File: src/rtl/mem_arb_pkg.sv
// Shared types and constants for the memory bus arbiter and its round-robin picker.
package mem_arb_pkg;

    typedef enum logic [1:0] {
        IDLE,
        ISSUE,
        WAIT,
        RESP
    } arb_state_t;

    localparam int REQ_CPU                = 0;
    localparam int REQ_BLIT               = 1;
    localparam int DEFAULT_TIMEOUT_CYCLES = 255;

    // Index width that stays at least one bit even for a single entry.
    function automatic int idx_width(input int n);
        return (n > 1) ? $clog2(n) : 1;
    endfunction

endpackage

File: src/rtl/rr_priority_picker.sv
// Combinational round-robin picker: first active index at or above i_rr_ptr, wrapping.
module rr_priority_picker
    import mem_arb_pkg::*;
#(
    parameter int NUM_REQ = 2,
    parameter int IDX_W   = idx_width(NUM_REQ)
) (
    input  logic [NUM_REQ-1:0] i_active,
    input  logic [IDX_W-1:0]   i_rr_ptr,
    output logic               o_valid,
    output logic [IDX_W-1:0]   o_index
);

    logic [NUM_REQ-1:0][IDX_W-1:0] w_cand;
    logic [NUM_REQ-1:0]            w_hit;

    // w_cand[gi] is the index examined at search distance gi from the pointer.
    generate
        for (genvar gi = 0; gi < NUM_REQ; gi++) begin : g_rot
            logic [IDX_W:0] w_sum;
            assign w_sum       = {1'b0, i_rr_ptr} + (IDX_W+1)'(gi);
            assign w_cand[gi]  = (w_sum >= (IDX_W+1)'(NUM_REQ))
                               ? IDX_W'(w_sum - (IDX_W+1)'(NUM_REQ))
                               : w_sum[IDX_W-1:0];
            assign w_hit[gi]   = i_active[w_cand[gi]];
        end
    endgenerate

    always_comb begin
        o_valid = 1'b0;
        o_index = '0;
        for (int i = NUM_REQ - 1; i >= 0; i--) begin
            if (w_hit[i]) begin
                o_valid = 1'b1;
                o_index = w_cand[i];
            end
        end
    end

endmodule

File: src/rtl/memory_bus_arbiter.sv
// Round-robin arbiter sharing one memory_system port between NUM_REQ byte-wide requesters.
module memory_bus_arbiter
    import mem_arb_pkg::*;
#(
    parameter int NUM_REQ        = 2,
    parameter int ADDR_WIDTH     = 32,
    parameter int DATA_WIDTH     = 8,
    parameter int TIMEOUT_CYCLES = DEFAULT_TIMEOUT_CYCLES
) (
    input  logic                                 clk_in,
    input  logic                                 rst_in,
    input  logic [NUM_REQ-1:0]                   req_read,
    input  logic [NUM_REQ-1:0]                   req_write,
    input  logic [NUM_REQ-1:0][ADDR_WIDTH-1:0]   req_addr,
    input  logic [NUM_REQ-1:0][DATA_WIDTH-1:0]   req_wdata,
    output logic [NUM_REQ-1:0]                   req_done,
    output logic                                 req_error,
    output logic [DATA_WIDTH-1:0]                req_rdata,
    output logic [ADDR_WIDTH-1:0]                mem_addr,
    output logic [DATA_WIDTH-1:0]                mem_write_data,
    output logic                                 mem_dispatch_read,
    output logic                                 mem_dispatch_write,
    input  logic [DATA_WIDTH-1:0]                mem_read_data,
    input  logic                                 mem_finished_op
);

    localparam int IDX_W = idx_width(NUM_REQ);
    localparam int CNT_W = $clog2(TIMEOUT_CYCLES + 1);

    arb_state_t             r_state, state_next;
    logic [IDX_W-1:0]       r_rr_ptr, rr_ptr_next;
    logic [IDX_W-1:0]       r_grant, grant_next;
    logic [ADDR_WIDTH-1:0]  r_addr, addr_next;
    logic [DATA_WIDTH-1:0]  r_wdata, wdata_next;
    logic                   r_is_write, is_write_next;
    logic [CNT_W-1:0]       r_cnt, cnt_next;
    logic [DATA_WIDTH-1:0]  r_rdata, rdata_next;
    logic                   r_error, error_next;

    logic [NUM_REQ-1:0]     w_active;
    logic                   w_pick_valid;
    logic [IDX_W-1:0]       w_pick_idx;

    assign w_active = req_read | req_write;

    rr_priority_picker #(
        .NUM_REQ (NUM_REQ),
        .IDX_W   (IDX_W)
    ) u_picker (
        .i_active (w_active),
        .i_rr_ptr (r_rr_ptr),
        .o_valid  (w_pick_valid),
        .o_index  (w_pick_idx)
    );

    always_ff @(posedge clk_in) begin
        if (rst_in) begin
            r_state    <= IDLE;
            r_rr_ptr   <= '0;
            r_grant    <= '0;
            r_addr     <= '0;
            r_wdata    <= '0;
            r_is_write <= 1'b0;
            r_cnt      <= '0;
            r_rdata    <= '0;
            r_error    <= 1'b0;
        end else begin
            r_state    <= state_next;
            r_rr_ptr   <= rr_ptr_next;
            r_grant    <= grant_next;
            r_addr     <= addr_next;
            r_wdata    <= wdata_next;
            r_is_write <= is_write_next;
            r_cnt      <= cnt_next;
            r_rdata    <= rdata_next;
            r_error    <= error_next;
        end
    end

    always_comb begin
        state_next    = r_state;
        rr_ptr_next   = r_rr_ptr;
        grant_next    = r_grant;
        addr_next     = r_addr;
        wdata_next    = r_wdata;
        is_write_next = r_is_write;
        cnt_next      = r_cnt;
        rdata_next    = r_rdata;
        error_next    = r_error;
        case (r_state)
            IDLE: begin
                if (w_pick_valid) begin
                    grant_next    = w_pick_idx;
                    addr_next     = req_addr[w_pick_idx];
                    wdata_next    = req_wdata[w_pick_idx];
                    is_write_next = req_write[w_pick_idx];
                    state_next    = ISSUE;
                end
            end
            ISSUE: begin
                cnt_next = '0;
                if (mem_finished_op) begin
                    rdata_next = mem_read_data;
                    error_next = 1'b0;
                    state_next = RESP;
                end else begin
                    state_next = WAIT;
                end
            end
            WAIT: begin
                if (mem_finished_op) begin
                    rdata_next = mem_read_data;
                    error_next = 1'b0;
                    state_next = RESP;
                end else begin
                    cnt_next = r_cnt + 1'b1;
                    // Counter reaching TIMEOUT_CYCLES-1 lands RESP exactly TIMEOUT_CYCLES after dispatch.
                    if (r_cnt == CNT_W'(TIMEOUT_CYCLES - 2)) begin
                        rdata_next = '0;
                        error_next = 1'b1;
                        state_next = RESP;
                    end
                end
            end
            RESP: begin
                rr_ptr_next = (r_grant == IDX_W'(NUM_REQ - 1)) ? '0 : r_grant + 1'b1;
                state_next  = IDLE;
            end
            default: state_next = IDLE;
        endcase
    end

    assign mem_addr           = r_addr;
    assign mem_write_data     = r_wdata;
    assign mem_dispatch_read  = (r_state == ISSUE) && !r_is_write;
    assign mem_dispatch_write = (r_state == ISSUE) &&  r_is_write;
    assign req_rdata          = r_rdata;
    assign req_error          = r_error;

    generate
        for (genvar gi = 0; gi < NUM_REQ; gi++) begin : g_done
            assign req_done[gi] = (r_state == RESP) && (r_grant == IDX_W'(gi));
        end
    endgenerate

endmodule

File: config.mk
export PLATFORM = sky130hd
export DESIGN_NAME = memory_bus_arbiter
export DESIGN_NICKNAME = d
export VERILOG_FILES = /design/src/rtl/mem_arb_pkg.sv /design/src/rtl/rr_priority_picker.sv /design/src/rtl/memory_bus_arbiter.sv
export SDC_FILE = /design/constraint.sdc
export NUM_CORES = 1
export LEC_CHECK = 0
export ABC_AREA = 0
export CAP_MARGIN = 20
export CELL_PAD_IN_SITES_DETAIL_PLACEMENT = 1
export CELL_PAD_IN_SITES_GLOBAL_PLACEMENT = 2
export CORE_UTILIZATION = 23
export DETAILED_ROUTE_END_ITERATION = 6
export PLACE_DENSITY = 0.9
export SLEW_MARGIN = 15
export SYNTH_ARGS = -nofsm -noshare
export SYNTH_HDL_FRONTEND = slang
export SYNTH_SLANG_ARGS = --single-unit
File: constraint.sdc
create_clock -name clk_in -period 4.3 [get_ports clk_in]
set_clock_uncertainty 0.2 [all_clocks]
set_input_delay 0.86 -clock clk_in [delete_from_list [all_inputs] [get_ports clk_in]]
set_output_delay 0.86 -clock clk_in [all_outputs]
set_load 0.02 [all_outputs]
==> results.py, run 1 <==
metrics = {
    "timing": {
        "slew_viol_final": 0,
        "holdWs_ns": 0.275,
        "slew_headroom": 0.480,
        "hold_violations": 0,
        "worst_pin_slew_ns": 0.778,
        "rsz0062_at_grt": "no",
        "finalCriticalPeriod_ns": 3.01,
        "final.setup.worst_slack_ns": 1.29,
        "timing.final.crit_share": 0.699,
        "fin_setup_tns_ns": 0,
        "max_freq_ghz": 0.333,
        "setup_violations": 0,
    },
    "die": {
        "pin_count": 148,
        "die-area_um2": 12600,
        "rows": 39,
        "die_w_um": 112,
        "die_y_um": 112,
        "core_um2": 11600,
        "start_util": 0.240,
    },
    "logic_synthesis": {
        "yosys.cell_types.count": 41,
        "synth.ff_latch_count": 62,
        "syn_inst": 292,
        "synth_nets": 393,
        "ys_seq_area_frac": 0.446,
        "async_flop_share": 0,
        "synth_edf_count": 0,
        "ys_warn_count": 0,
        "synth_area_per_cell_um2": 9.54,
        "netlist_area_um2": 2790,
        "ys.flop_type": "dfxtp_1",
    },
    "clock_network": {
        "cts_resized": 0,
        "cts_num_sinks": 62,
        "postCtsHoldBufs": 0,
        "h-tree-depth": 3,
        "numCtsBuffers": 9,
        "cts_setup_buffers": 0,
        "clkLatencyLatePin_ns": 0.32,
        "ctsRootBufferMaster": "clkbuf_16",
        "path_clk_slew_ns": 0.05,
        "tritoncts": "done",
        "cts_buffer_depth": 2,
    },
    "power_and_ir_drop": {
        "power_density_nw_per_um2": 611,
        "p_leak_nw": 1.93,
        "ir_worst_vdd_mv": 0.229,
    },
    "grt": {
        "grt_pass1_wl_um": 13900,
        "grt_use_met2": 0.236,
        "track_usage": 0.140,
        "grt_pass1_vias": 2828,
        "met3_usage": 0.0545,
        "grt_remaining_overflow": 0,
        "grt_busiest_layer": "met2",
        "grt_antenna_before_repair": 0,
        "use_met1": 0.161,
        "grt_max_degree": 45,
    },
    "worst_setup_path": {
        "reg2regPathDepth": 6,
        "path_cells": "clkdlybuf4s50_1, nor4_1, nor2b_4, buf_4, nor2_1, a211oi_1",
        "reg2reg_from": "r_state[0]",
        "critPathMaxFanout": 44,
        "critPathArrivalTime_ns": 3.03,
        "critPathLaunchType": "primary input",
        "worstPathRequired_ns": 4.32,
        "crit_slowest_cell": "nor2b_4",
        "cp-end-kind": "register",
        "r2r-end": "mem_addr[29]",
        "path_class": "in -> reg",
        "path_buf_inv": 2,
        "regToRegSetupSlack_ns": 1.72,
        "cpPeakStageDelay_ns": 0.64,
        "path_delay_family": "buffers and inverters",
    },
    "place": {
        "gp_congestion": 0.701,
        "portBuffers": 147,
        "dp_hpwl_um": 6450,
        "pre_cts_ws_ns": 0.958,
    },
    "detailed_routing": {
        "post_drt_via_cell_ratio": 4.67,
        "drtPass1Iterations": 6,
        "antenna_left": 0,
        "num_vias": 2715,
        "drt_iter0_markers": 93,
        "wl_per_cell_um": 14.8,
        "drc": 13,
        "finalWirelength_um": 8620,
    },
    "min_path": {
        "hp-start": "req_rdata[1]",
        "min_to": "req_rdata[1]",
        "hp-class": "reg -> reg",
        "hold_depth": 1,
    },
    "outcome": {
        "status": "finished, violations left",
        "failed_checks": "DRC",
    },
    "layout": {
        "drive_gt1_frac": 0.0502,
        "syn_to_final_growth_pct": 68.4,
        "insertedDiodeCount": 0,
        "fin_nets": 534,
    },
    "flow_run": {
        "maxCapViolations": 0,
    },
}
[report_power, final]
part           internal, mW  leakage (nW)  switching (mW)
clock                 0.521         0.157           0.246
combinational         0.568          1.26           0.675
sequential            0.758         0.512          0.0996
[per-layer routing]
| metal | vias up | wire length (um) |
|---|---|---|
| met5 | - | 0 |
| met4 | 0 | 129 |
| met3 | 13 | 890 |
| met2 | 112 | 3980 |
| met1 | 1247 | 3610 |
| li1 | 1343 | - |
[registers in the layout, summed over array words and instances (netlist names)]
| signal | flops |
|---|---|
| mem_addr | 32 |
| mem_write_data | 8 |
| r_cnt | 8 |
| req_rdata | 8 |
| r_state | 2 |
| r_grant | 1 |
| r_is_write | 1 |
| r_rr_ptr | 1 |
| req_error | 1 |
[cells by family after synthesis]
kind of cell / count (synthesis) / share of synthesized area
compound gates: 93 / 0.225
xor+xnor: 2 / 0.00629
fa+ha+maj: 6 / 0.0270
buf+inv: 29 / 0.0521
flops: 62 / 0.446
mux: 41 / 0.148
simple gates: 59 / 0.0961
[stage by stage]
step	power, mW	area, um2	cells	util
6_report	2.87	4690	581	0.404
5_1_grt	3.04	4690	581	0.404
2_1_floorplan	1.57	2790	292	-
3_3_place_gp	2.08	4370	565	0.377
4_1_cts	2.91	4690	581	0.404
3_5_place_dp	2.12	4370	565	0.377
[worst max-delay path by stage]
stage / cells after the start / startpoint / to / slack, ns
after floorplan: 6 / req_read[1] / mem_addr[10] / 2.21
after global placement: 6 / req_read[1] / mem_write_data[1] / 1.11
after detailed placement: 6 / req_read[1] / mem_addr[23] / 0.96
after CTS: 6 / req_read[1] / mem_addr[29] / 1.26
after global routing: 6 / req_read[1] / mem_addr[29] / 1.10
final: 6 / req_write[1] / mem_addr[29] / 1.29
[cell usage after synthesis (4+ instances only)]
master	number	area, um2
nor2_1	37	139
o21ai_1	9	45.0
o21ai_0	15	75.1
dfxtp_1	62	1240
clkbuf_1	8	30.0
buf_2	5	25.0
nand2_1	4	15.0
inv_1	9	33.8
mux2i_1	40	400
a211oi_1	27	203
a21oi_1	22	110
ha_1	6	75.1
a22o_1	8	70.1
[layout make-up]
class,instances,area [um2]
Timing Repair Buffer,150,1510
Multi-Input combinational cell,201,1410
Inverter,9,33.8
Fill cell,1338,6920
Tap cell,143,179
Sequential cell,62,1240
Clock inverter,4,70.1
Clock buffer,12,246
[layout by cell type (no fill, tap or decap), types with 2 or more instances in the layout]
| cell type | instances |
|---|---|
| a22o_1 | 8 |
| mux2i_1 | 40 |
| inv_1 | 9 |
| nor2_1 | 37 |
| a211oi_1 | 27 |
| clkbuf_1 | 2 |
| ha_1 | 6 |
| nand2_1 | 4 |
| o21ai_1 | 9 |
| dfxtp_1 | 62 |
| or3_1 | 2 |
| and2_1 | 2 |
| clkbuf_16 | 9 |
| nor2b_1 | 2 |
| xor2_1 | 2 |
| clkinv_2 | 2 |
| bufinv_16 | 2 |
| and2b_1 | 2 |
| buf_4 | 2 |
| nand2b_1 | 2 |
| a21oi_1 | 22 |
| clkdlybuf4s50_1 | 147 |
| o21ai_0 | 15 |
| nand4_1 | 2 |
No activity file was read; power rests on OpenSTA's default activity.
==> inputs of run 2 (changes only) <==
CORE_UTILIZATION = 20   (was 23)
PLACE_DENSITY = 0.83   (was 0.9)
clock period = 2.7 ns   (was 4.3 ns; I/O delays follow)
==> results.py, run 2 (synthesis results as in run 1) <==
metrics = {
    "power_and_ir_drop": {
        "ir_worst_vdd_mv": 0.364,
        "pwr-share-comb": 0.442,
        "p_total_mw": 4.67,
        "power_frac_seq": 0.292,
        "p_sw_frac": 0.360,
        "p_sw_mw": 1.68,
        "p_clk_frac": 0.266,
        "internal_power_mw": 2.99,
        "p_leak_nw": 1.96,
        "power_density_nw_per_um2": 971,
    },
    "die": {
        "rows": 42,
        "die_w_um": 120,
        "start_util": 0.208,
        "die-area_um2": 14400,
        "core_um2": 13400,
        "die_y_um": 120,
        "pin_count": 148,
    },
    "detailed_routing": {
        "drt_iter0_markers": 76,
        "drtPass1Iterations": 4,
        "num_vias": 2730,
        "post_drt_via_cell_ratio": 4.40,
        "wl_per_cell_um": 14.2,
        "antenna_left": 0,
        "finalWirelength_um": 8780,
        "drc": 0,
    },
    "timing": {
        "holdWs_ns": 0.278,
        "final.setup.worst_slack_ns": 0.150,
        "slew_viol_final": 0,
        "fin_setup_tns_ns": 0,
        "hold_violations": 0,
        "setup_violations": 0,
        "slew_headroom": 0.599,
        "max_freq_ghz": 0.392,
        "timing.final.crit_share": 0.944,
        "worst_pin_slew_ns": 0.598,
        "rsz0062_at_grt": "no",
        "finalCriticalPeriod_ns": 2.55,
    },
    "worst_setup_path": {
        "critPathLaunchType": "register",
        "cp-end-kind": "output pin",
        "path_delay_family": "buffers and inverters",
        "path_class": "reg -> out",
        "cpMostUsedCell": "inv_1",
        "path_cells": "inv_1, ha_2, inv_1, nor2_1, clkdlybuf4s50_1",
        "worstPathRequired_ns": 1.96,
        "path_buf_inv": 3,
        "regToRegSetupSlack_ns": 0.61,
        "crit_slowest_cell": "clkdlybuf4s50_1",
        "r2r-end": "req_rdata[7]",
        "critPathMaxFanout": 6,
        "reg2reg_from": "r_state[0]",
        "cpPeakStageDelay_ns": 0.61,
        "critPathArrivalTime_ns": 1.81,
        "reg2regPathDepth": 5,
    },
    "grt": {
        "grt_pass1_vias": 2880,
        "grt_remaining_overflow": 0,
        "grt_pass1_wl_um": 14000,
        "grt_max_degree": 47,
        "grt_antenna_before_repair": 0,
        "track_usage": 0.124,
    },
    "layout": {
        "n_fill_cell": 1523,
        "final_common_cell": "clkdlybuf4s50_1",
        "regArea_um2": 1240,
        "fin_nets": 540,
        "multiInputGateArea_um2": 1420,
        "syn_to_final_growth_pct": 72.7,
        "drive_gt1_frac": 0.0698,
        "insertedDiodeCount": 0,
        "mostFrequentLayoutCells": "clkdlybuf4s50_1 (147), dfxtp_1 (62), mux2i_1 (40), nor2_1 (37), a211oi_1 (27)",
        "largest_reg_flops": 32,
    },
    "min_path": {
        "hp-class": "reg -> reg",
        "min_to": "req_rdata[4]",
        "hp-start": "req_rdata[4]",
        "hold_depth": 1,
    },
    "flow_run": {
        "maxCapViolations": 0,
    },
    "clock_network": {
        "postCtsHoldBufs": 0,
        "path_clk_slew_ns": 0.06,
        "clkLatencyLatePin_ns": 0.33,
        "numCtsBuffers": 9,
        "cts_setup_buffers": 0,
        "tritoncts": "done",
        "cts_num_sinks": 62,
        "h-tree-depth": 3,
        "cts_buffer_depth": 2,
        "ctsRootBufferMaster": "clkbuf_16",
    },
    "outcome": {
        "status": "completed",
    },
    "place": {
        "dp_hpwl_um": 6730,
        "pre_cts_ws_ns": 0.139,
        "portBuffers": 147,
        "gp_congestion": 0.709,
    },
}
run 2: worst max path at each step:
stage,startpoint,end,slack [ns],depth (start not counted)
6_report,r_state[1],mem_dispatch_read,0.15,5
5_1_grt,r_state[1],mem_dispatch_read,0.03,5
4_1_cts,r_state[1],mem_dispatch_read,0.05,5
3_5_place_dp,rst_in,r_cnt[7],0.14,4
3_3_place_gp,rst_in,r_cnt[7],0.19,4
2_1_floorplan,r_state[0],r_cnt[7],0.88,6
run 2: layout make-up:
cell class | count | area share
repair buffers | 156 | 0.328
multi-input cells | 201 | 0.294
flip-flops and latches | 62 | 0.258
clock buffers | 9 | 0.0468
well taps | 176 | 0.0458
clock inverters | 7 | 0.0203
inverters | 9 | 0.00702
run 2: worst register-to-register path: cells and delay by family, from the launching register on:
family,cells,cell delay [ns]
simple gates,1,0.36
compound gates,2,0.72
buf+inv,1,0.10
fa+ha+maj,1,0.28
flops,1,0.37
run 2: power groups by stage:
stage / Combinational, mW / Clock [mW] / Sequential (mW)
2_1_floorplan: 0.824 / 0 / 1.68
3_5_place_dp: 2.08 / 0 / 1.38
6_report: 2.06 / 1.24 / 1.36
3_3_place_gp: 2.04 / 0 / 1.37
5_1_grt: 2.24 / 1.32 / 1.40
4_1_cts: 2.09 / 1.28 / 1.37
run 2: layer usage:
metal / vias to the layer above / track usage / wire length [um] / share of wire
met5: - / 0 / 0 / 0
met4: 0 / 0.0328 / 39 / 0.0044
met3: 2 / 0.0542 / 798 / 0.091
met2: 105 / 0.222 / 4340 / 0.49
met1: 1264 / 0.133 / 3600 / 0.41
li1: 1359 / - / - / -
run 2: what timing repair did:
item                       CTS  global route
gates resized for setup      0             1
setup endpoints to repair    0             1
hold endpoints to repair     0             0
run 2: per-stage QoR:
stage	cell area, um2	util	std cells
2_1_floorplan	2790	-	292
3_3_place_gp	4490	0.335	604
3_5_place_dp	4490	0.335	604
4_1_cts	4810	0.359	620
5_1_grt	4810	0.359	620
6_report	4810	0.359	620
